**config.mk**
```make
export PLATFORM = sky130hd
export DESIGN_NAME = branch_predictor_flat
export DESIGN_NICKNAME = d
export VERILOG_FILES = /design/src/rtl/branch_predictor_if.sv /design/src/rtl/branch_predictor.sv /design/src/flat_wrapper.sv
export SDC_FILE = /design/constraint.sdc
export NUM_CORES = 1
export LEC_CHECK = 0
export CORE_ASPECT_RATIO = 0.9
export CORE_MARGIN = 2
export CORE_UTILIZATION = 47
export CTS_CLUSTER_SIZE = 20
export DETAILED_ROUTE_END_ITERATION = 10
export GPL_TIMING_DRIVEN = 1
export PLACE_DENSITY_LB_ADDON = 0.25
export SLEW_MARGIN = 20
export SYNTH_ARGS = -nofsm -noshare
export SYNTH_HDL_FRONTEND = slang
export SYNTH_SLANG_ARGS = --single-unit
```
**constraint.sdc**
```tcl
create_clock -name clk -period 6.54 [get_ports clk]
set_clock_uncertainty 0.1 [all_clocks]
set_input_delay 1.308 -clock clk [delete_from_list [all_inputs] [get_ports clk]]
set_output_delay 1.308 -clock clk [all_outputs]
set_load 0.03 [all_outputs]
```
**src/rtl/branch_predictor_if.sv**
```systemverilog
// Branch predictor bus: groups the fetch-stage lookup, the execute-stage
// resolution/update, and the statistics counters.
//   master : pipeline side (drives pc_f and upd_*, observes predictions,
//            mispredict/redirect and counters)
//   slave  : predictor side (branch_predictor)
interface branch_predictor_if #(
    parameter int XLEN = 32
);
    logic [XLEN-1:0] pc_f;
    logic            pred_taken_f;
    logic [XLEN-1:0] pred_target_f;
    logic            upd_valid_e;
    logic [XLEN-1:0] upd_pc_e;
    logic            upd_taken_e;
    logic [XLEN-1:0] upd_target_e;
    logic            upd_pred_taken_e;
    logic [XLEN-1:0] upd_pred_target_e;
    logic            mispredict_e;
    logic [XLEN-1:0] redirect_pc_e;
    logic [31:0]     branch_count;
    logic [31:0]     mispredict_count;

    modport master (
        output pc_f, upd_valid_e, upd_pc_e, upd_taken_e, upd_target_e,
               upd_pred_taken_e, upd_pred_target_e,
        input  pred_taken_f, pred_target_f, mispredict_e, redirect_pc_e,
               branch_count, mispredict_count
    );

    modport slave (
        input  pc_f, upd_valid_e, upd_pc_e, upd_taken_e, upd_target_e,
               upd_pred_taken_e, upd_pred_target_e,
        output pred_taken_f, pred_target_f, mispredict_e, redirect_pc_e,
               branch_count, mispredict_count
    );
endinterface

```
**src/rtl/branch_predictor.sv**
```systemverilog
// Direct-mapped branch target buffer with 2-bit saturating counters.
//   clk   : single clock, all state changes on rising edge
//   rst_n : asynchronous active-low reset (clears valid bits, counters -> 01,
//           statistics -> 0)
//   bus   : branch_predictor_if.slave
//           fetch   : pc_f -> pred_taken_f / pred_target_f (zero-cycle lookup)
//           execute : upd_* resolve a branch, producing mispredict_e and
//                     redirect_pc_e combinationally and updating the table
//           stats   : branch_count / mispredict_count (saturating)
module branch_predictor #(
    parameter int ENTRIES = 16,
    parameter int XLEN    = 32
) (
    input  logic               clk,
    input  logic               rst_n,
    branch_predictor_if.slave  bus
);
    localparam int IDX_W = $clog2(ENTRIES);
    localparam int TAG_W = XLEN - IDX_W - 2;

    logic [ENTRIES-1:0] valid;
    logic [TAG_W-1:0]   tags    [ENTRIES];
    logic [XLEN-1:0]    targets [ENTRIES];
    logic [1:0]         ctrs    [ENTRIES];

    logic [IDX_W-1:0] idx_f;
    logic [IDX_W-1:0] idx_e;
    logic [TAG_W-1:0] tag_f;
    logic [TAG_W-1:0] tag_e;
    logic             hit_f;
    logic             hit_e;
    logic             alloc_e;
    logic             mispredict;

    always_comb begin
        idx_f   = bus.pc_f[IDX_W+1:2];
        tag_f   = bus.pc_f[XLEN-1:IDX_W+2];
        idx_e   = bus.upd_pc_e[IDX_W+1:2];
        tag_e   = bus.upd_pc_e[XLEN-1:IDX_W+2];
        hit_f   = valid[idx_f] && (tags[idx_f] == tag_f);
        hit_e   = valid[idx_e] && (tags[idx_e] == tag_e);
        alloc_e = bus.upd_valid_e && !hit_e && bus.upd_taken_e;
    end

    // Lookup reads current (pre-update) state, so a same-cycle update to
    // the same index only becomes visible after the edge.
    always_comb begin
        bus.pred_taken_f  = hit_f && ctrs[idx_f][1];
        bus.pred_target_f = bus.pred_taken_f ? targets[idx_f]
                                             : bus.pc_f + XLEN'(4);
    end

    always_comb begin
        mispredict = bus.upd_valid_e &&
                     ((bus.upd_taken_e != bus.upd_pred_taken_e) ||
                      (bus.upd_taken_e && bus.upd_pred_taken_e &&
                       (bus.upd_target_e != bus.upd_pred_target_e)));
        bus.mispredict_e  = mispredict;
        bus.redirect_pc_e = bus.upd_taken_e ? bus.upd_target_e
                                            : bus.upd_pc_e + XLEN'(4);
    end

    // Valid bits and counters: reset-controlled state.
    always_ff @(posedge clk or negedge rst_n) begin
        if (!rst_n) begin
            valid <= '0;
            for (int unsigned i = 0; i < ENTRIES; i++) begin
                ctrs[i[IDX_W-1:0]] <= 2'b01;
            end
        end else if (bus.upd_valid_e) begin
            if (hit_e) begin
                if (bus.upd_taken_e) begin
                    if (ctrs[idx_e] != 2'b11) ctrs[idx_e] <= ctrs[idx_e] + 2'd1;
                end else begin
                    if (ctrs[idx_e] != 2'b00) ctrs[idx_e] <= ctrs[idx_e] - 2'd1;
                end
            end else if (bus.upd_taken_e) begin
                valid[idx_e] <= 1'b1;
                ctrs[idx_e]  <= 2'b10;
            end
        end
    end

    // Tag/target storage has no reset: it is only observable through a set
    // valid bit, and any write made while in reset stays hidden.
    always_ff @(posedge clk) begin
        if (alloc_e) begin
            tags[idx_e]    <= tag_e;
            targets[idx_e] <= bus.upd_target_e;
        end else if (bus.upd_valid_e && hit_e && bus.upd_taken_e) begin
            targets[idx_e] <= bus.upd_target_e;
        end
    end

    always_ff @(posedge clk or negedge rst_n) begin
        if (!rst_n) begin
            bus.branch_count     <= '0;
            bus.mispredict_count <= '0;
        end else begin
            if (bus.upd_valid_e && (bus.branch_count != '1))
                bus.branch_count <= bus.branch_count + 32'd1;
            if (mispredict && (bus.mispredict_count != '1))
                bus.mispredict_count <= bus.mispredict_count + 32'd1;
        end
    end
endmodule

```
**src/flat_wrapper.sv**
```systemverilog
// flat-port wrapper written by rule: the top's interface ports become plain ports
module branch_predictor_flat 
#(
    parameter int ENTRIES = 16,
    parameter int XLEN    = 32
)
  (clk, rst_n, bus_pc_f, bus_upd_valid_e, bus_upd_pc_e, bus_upd_taken_e, bus_upd_target_e, bus_upd_pred_taken_e, bus_upd_pred_target_e, bus_pred_taken_f, bus_pred_target_f, bus_mispredict_e, bus_redirect_pc_e, bus_branch_count, bus_mispredict_count);
  branch_predictor_if #(.XLEN(XLEN)) bus_i ();
  input  logic clk;
  input  logic rst_n;
  input wire logic [$bits(bus_i.pc_f)-1:0] bus_pc_f;
  input wire logic [$bits(bus_i.upd_valid_e)-1:0] bus_upd_valid_e;
  input wire logic [$bits(bus_i.upd_pc_e)-1:0] bus_upd_pc_e;
  input wire logic [$bits(bus_i.upd_taken_e)-1:0] bus_upd_taken_e;
  input wire logic [$bits(bus_i.upd_target_e)-1:0] bus_upd_target_e;
  input wire logic [$bits(bus_i.upd_pred_taken_e)-1:0] bus_upd_pred_taken_e;
  input wire logic [$bits(bus_i.upd_pred_target_e)-1:0] bus_upd_pred_target_e;
  output wire logic [$bits(bus_i.pred_taken_f)-1:0] bus_pred_taken_f;
  output wire logic [$bits(bus_i.pred_target_f)-1:0] bus_pred_target_f;
  output wire logic [$bits(bus_i.mispredict_e)-1:0] bus_mispredict_e;
  output wire logic [$bits(bus_i.redirect_pc_e)-1:0] bus_redirect_pc_e;
  output wire logic [$bits(bus_i.branch_count)-1:0] bus_branch_count;
  output wire logic [$bits(bus_i.mispredict_count)-1:0] bus_mispredict_count;
  assign bus_i.pc_f = bus_pc_f;
  assign bus_i.upd_valid_e = bus_upd_valid_e;
  assign bus_i.upd_pc_e = bus_upd_pc_e;
  assign bus_i.upd_taken_e = bus_upd_taken_e;
  assign bus_i.upd_target_e = bus_upd_target_e;
  assign bus_i.upd_pred_taken_e = bus_upd_pred_taken_e;
  assign bus_i.upd_pred_target_e = bus_upd_pred_target_e;
  assign bus_pred_taken_f = bus_i.pred_taken_f;
  assign bus_pred_target_f = bus_i.pred_target_f;
  assign bus_mispredict_e = bus_i.mispredict_e;
  assign bus_redirect_pc_e = bus_i.redirect_pc_e;
  assign bus_branch_count = bus_i.branch_count;
  assign bus_mispredict_count = bus_i.mispredict_count;
  branch_predictor #(.ENTRIES(ENTRIES), .XLEN(XLEN)) u_core (.clk(clk), .rst_n(rst_n), .bus(bus_i));
endmodule
```
==> metrics.txt <==
number of hold buffers added after cts=0; Initial DRT Pass Iterations=6; Max Transition Viols Final=0; wire length of the first global-routing pass=between 200 and 250 mm; routability congestion estimate=0.926; data arrival time of the critical path=4.95 ns; count of state elements after synthesis=1,040; pwr/cell area=275 mW/mm^2; port bufs=262; share of cells above drive strength 1=28.6%; worst reg2reg path startpoint=u_core.tags[15][20]; effective utilization at floorplan=47.6%; Int Pwr=approximately 12,000 uW; Crit. Startpoint=bus_pc_f[2]; yosys synthesis warning count=0; number of cells produced by synthesis=2,590; Layout fillers=7,453; average detailed-routed wire length per instance=33.0 um; startpoint of the worst hold path=u_core.valid[10]; total nets after synthesis=roughly 2,700; net load switching power=around 3700 uW; Residual DRC=0; post-route standard cell area excluding fillers=0.0559 sq mm; largest driver fanout on the critical path=37; pin count of the biggest net entering global routing=62; FP Rows=109; clock transition at the register clock pins on the worst setup and hold paths after CTS=~0.06 ns; Area growth syn-to-layout=19.2%; final critical-path share of the clock period=97.2%; CTS root buf=sky130_fd_sc_hd__clkbuf_16; setup bufs post-CTS=0; TritonCTS clock tree=done; share of synthesized area occupied by flip-flops and latches=65.4%; number of violations of the max-capacitance limit=0; top cells by area, synth=sky130_fd_sc_hd__edfxtp_1 (59%), sky130_fd_sc_hd__mux4_2 (18%), sky130_fd_sc_hd__dfrtp_1 (5.1%), sky130_fd_sc_hd__xnor2_1 (2.6%), sky130_fd_sc_hd__mux2i_1 (1.7%); clock insertion delay at the later pin of the skew report=0.70 ns; least setup slack across all paths after layout=approximately 0.19 ns; Achievable Freq=~0.16 GHz; share of synthesized flip-flops with an asynchronous set or reset=10.8%; Cell variety after synth=73; number of antenna violations at the first check in global routing=5; die boundary width=337 um; area share of the leading cell type in the synthesized netlist=59.4%; Bufs on Longest Clock Path=3; CP required=5.13 ns; clock period minus worst slack=around 6.4 ns; number of instances resized during post-cts repair=0; Worst Setup End Kind=output pin; CTS Buf Count=around 110; vias in the first global route=28,100; Worst Setup Path Type=primary input to output pin; Mapped Avg Cell Area=18.1 sq um; Worst setup SP type=primary input; status=finished, final reports clean; total routing usage reported by global routing=28.4%; leading area contributor after synthesis=sky130_fd_sc_hd__edfxtp_1; Antenna Violating Nets Remaining=0; number of hold violations in the final report=0; reported leakage power=0.0187 uW; total global routing overflow=0; Worst IR Drop VDD=220 uV; Nets=3,130; CTS Sinks=1,040; number of levels in the clock H-tree=3; Reg2Reg Setup Slack=2.06 ns; combinational fraction of design power=a little under an eighth; placed standard-cell area=0.0524 sq mm; switching part of the total power=24.4%; sequential fraction of design power=48.9%; routed vias=between 20,000 and 30,000; total negative slack=0 ns; DRC violation total after the first TritonRoute iteration=4,298; Slew HR=28.0%; Post-synth top flop=sky130_fd_sc_hd__edfxtp_1; worst slack at placement=0.114 ns; count of flip-flops with a built-in enable after synthesis=just over 900; Die Ht=304 um; area of the mapped netlist=0.0469 sq mm; Least-Margin Pin Slew=1.08 ns; Core ar.=between 0.09 and 0.1 sq mm; dpl hpwl=96.5 mm; # setup viols final=0; worst min-delay path category=register to register; top-level port count=263; Total Wirelength=145 mm; Via density=6.40; Clk pwr share=about two fifths; area enclosed by the die boundary=0.102 sq mm; Tot Pwr=15,400 uW
-- sequential cells by signal (all words and copies together) (netlist names) --
| signal | cells |
|---|---|
| u_core.tags | 416 |
| u_core.bus.branch_count | 32 |
| u_core.valid | 16 |
| u_core.bus.mispredict_count | 32 |
| u_core.targets | 512 |
| u_core.ctrs | 32 |
-- synth_stat cells, types with 9 or more instances --
| cell type | n |
|---|---|
| sky130_fd_sc_hd__a21o_1 | 16 |
| sky130_fd_sc_hd__mux2_1 | 22 |
| sky130_fd_sc_hd__o21ai_2 | 11 |
| sky130_fd_sc_hd__nor4_1 | 13 |
| sky130_fd_sc_hd__nor2b_1 | 9 |
| sky130_fd_sc_hd__nor3_1 | 16 |
| sky130_fd_sc_hd__nand2_1 | 171 |
| sky130_fd_sc_hd__dfstp_2 | 16 |
| sky130_fd_sc_hd__buf_4 | 9 |
| sky130_fd_sc_hd__nand3_1 | 60 |
| sky130_fd_sc_hd__nand4_1 | 39 |
| sky130_fd_sc_hd__o22ai_1 | 10 |
| sky130_fd_sc_hd__inv_1 | 13 |
| sky130_fd_sc_hd__and2_1 | 23 |
| sky130_fd_sc_hd__buf_2 | 45 |
| sky130_fd_sc_hd__nand2b_1 | 16 |
| sky130_fd_sc_hd__ha_1 | 10 |
| sky130_fd_sc_hd__clkbuf_1 | 71 |
| sky130_fd_sc_hd__buf_1 | 13 |
| sky130_fd_sc_hd__xor2_1 | 72 |
| sky130_fd_sc_hd__mux2i_1 | 80 |
| sky130_fd_sc_hd__and3_1 | 39 |
| sky130_fd_sc_hd__dfrtp_1 | 96 |
| sky130_fd_sc_hd__nor2_1 | 50 |
| sky130_fd_sc_hd__o21ai_0 | 78 |
| sky130_fd_sc_hd__edfxtp_1 | 928 |
| sky130_fd_sc_hd__xnor2_1 | 140 |
| sky130_fd_sc_hd__mux4_2 | 373 |
| sky130_fd_sc_hd__mux2_2 | 33 |
| sky130_fd_sc_hd__a22oi_1 | 16 |
-- layer usage --
layer / global-route usage [%] / wire [um] / up-vias
met4: 5.83 / 2830 / 4
met5: 0 / 27 / -
met1: 43.1 / 60000 / 14900
met3: 8.29 / 18100 / 192
met2: 41.1 / 64500 / 1855
li1: - / - / 11300
-- layout make-up --
type,count,area (sq um),area share (%)
flip-flops and latches,1040,30700,54.9
multi-input cells,1388,15600,27.8
repair buffers,436,4430,7.91
clock buffers,126,2850,5.10
well taps,1332,1670,2.98
clock inverters,74,678,1.21
inverters,14,52.6,0.0939
diodes,3,7.51,0.0134
-- worst max-delay path: stages --
cell and delay (ns):
sky130_fd_sc_hd__buf_8 0.35, sky130_fd_sc_hd__buf_12 0.33, sky130_fd_sc_hd__mux4_2 0.56, sky130_fd_sc_hd__mux4_2 0.49, sky130_fd_sc_hd__xnor2_1 0.28, sky130_fd_sc_hd__nand4b_1 0.15, sky130_fd_sc_hd__nor4_1 0.32, sky130_fd_sc_hd__and3_4 0.41
sky130_fd_sc_hd__buf_4 0.21, sky130_fd_sc_hd__nand2_1 0.06, sky130_fd_sc_hd__o21ai_0 0.18, sky130_fd_sc_hd__buf_12 0.18
-- kinds of logic (layout without fill, tap and decap cells) --
| logic type | after synthesis | in the layout | synth area share (%) |
|---|---|---|---|
| adders and majority gates | 10 | 10 | 0.267 |
| buffers and inverters | 162 | 650 | 1.67 |
| muxes | 509 | 509 | 21.0 |
| xor gates and xnor gates | 212 | 212 | 3.96 |
| and+or+nand+nor | 476 | 476 | 5.15 |
| other | 0 | 3 | 0 |
| DFF | 1040 | 1040 | 65.4 |
| AOI/OAI and AO/OA | 181 | 181 | 2.61 |
-- per-stage QoR --
step | utilization, % | instances | hold slack, ns
after floorplan | - | 2590 | 0.344
after global placement | 53.1 | 4210 | 0.359
after detailed placement | 53.1 | 4210 | 0.365
after CTS | 56.7 | 4410 | 0.378
after global routing | 56.7 | 4410 | 0.399
final | 56.7 | 4413 | 0.386
-- layout by cell type, fill, tap and decap left out, types with 25 or more instances in the layout --
cell type,instances
sky130_fd_sc_hd__nor2_1,37
sky130_fd_sc_hd__dfrtp_1,96
sky130_fd_sc_hd__mux2i_1,80
sky130_fd_sc_hd__xnor2_1,140
sky130_fd_sc_hd__nand4_1,39
sky130_fd_sc_hd__o21ai_0,78
sky130_fd_sc_hd__clkdlybuf4s50_1,204
sky130_fd_sc_hd__buf_4,176
sky130_fd_sc_hd__mux2_2,33
sky130_fd_sc_hd__nand3_1,60
sky130_fd_sc_hd__nand2_1,171
sky130_fd_sc_hd__xor2_1,72
sky130_fd_sc_hd__buf_12,50
sky130_fd_sc_hd__and3_1,34
sky130_fd_sc_hd__edfxtp_1,928
sky130_fd_sc_hd__clkinv_2,25
sky130_fd_sc_hd__mux4_2,373
sky130_fd_sc_hd__clkbuf_16,109
-- power groups by stage --
stage | clock network (uW) | logic, uW | registers, uW
3_5_place_dp | 0 | 1730 | 7640
6_report | 6100 | 1750 | 7510
3_3_place_gp | 0 | 1710 | 7630
5_1_grt | 6410 | 1830 | 7520
2_1_floorplan | 0 | 841 | 7690
4_1_cts | 6160 | 1740 | 7510
-- path summary, 6_finish.rpt --
check,end,depth (start not counted)
worst max-delay path,bus_pred_target_f[8],12
worst min-delay path,u_core.valid[10],1
worst max register to register,u_core.tags[11][24],11
worst min register to register,u_core.valid[10],1
max in group asynchronous,u_core.bus.mispredict_count[7],2
min in group asynchronous,u_core.bus.branch_count[23],1
Power figures use the tool's default switching activity.
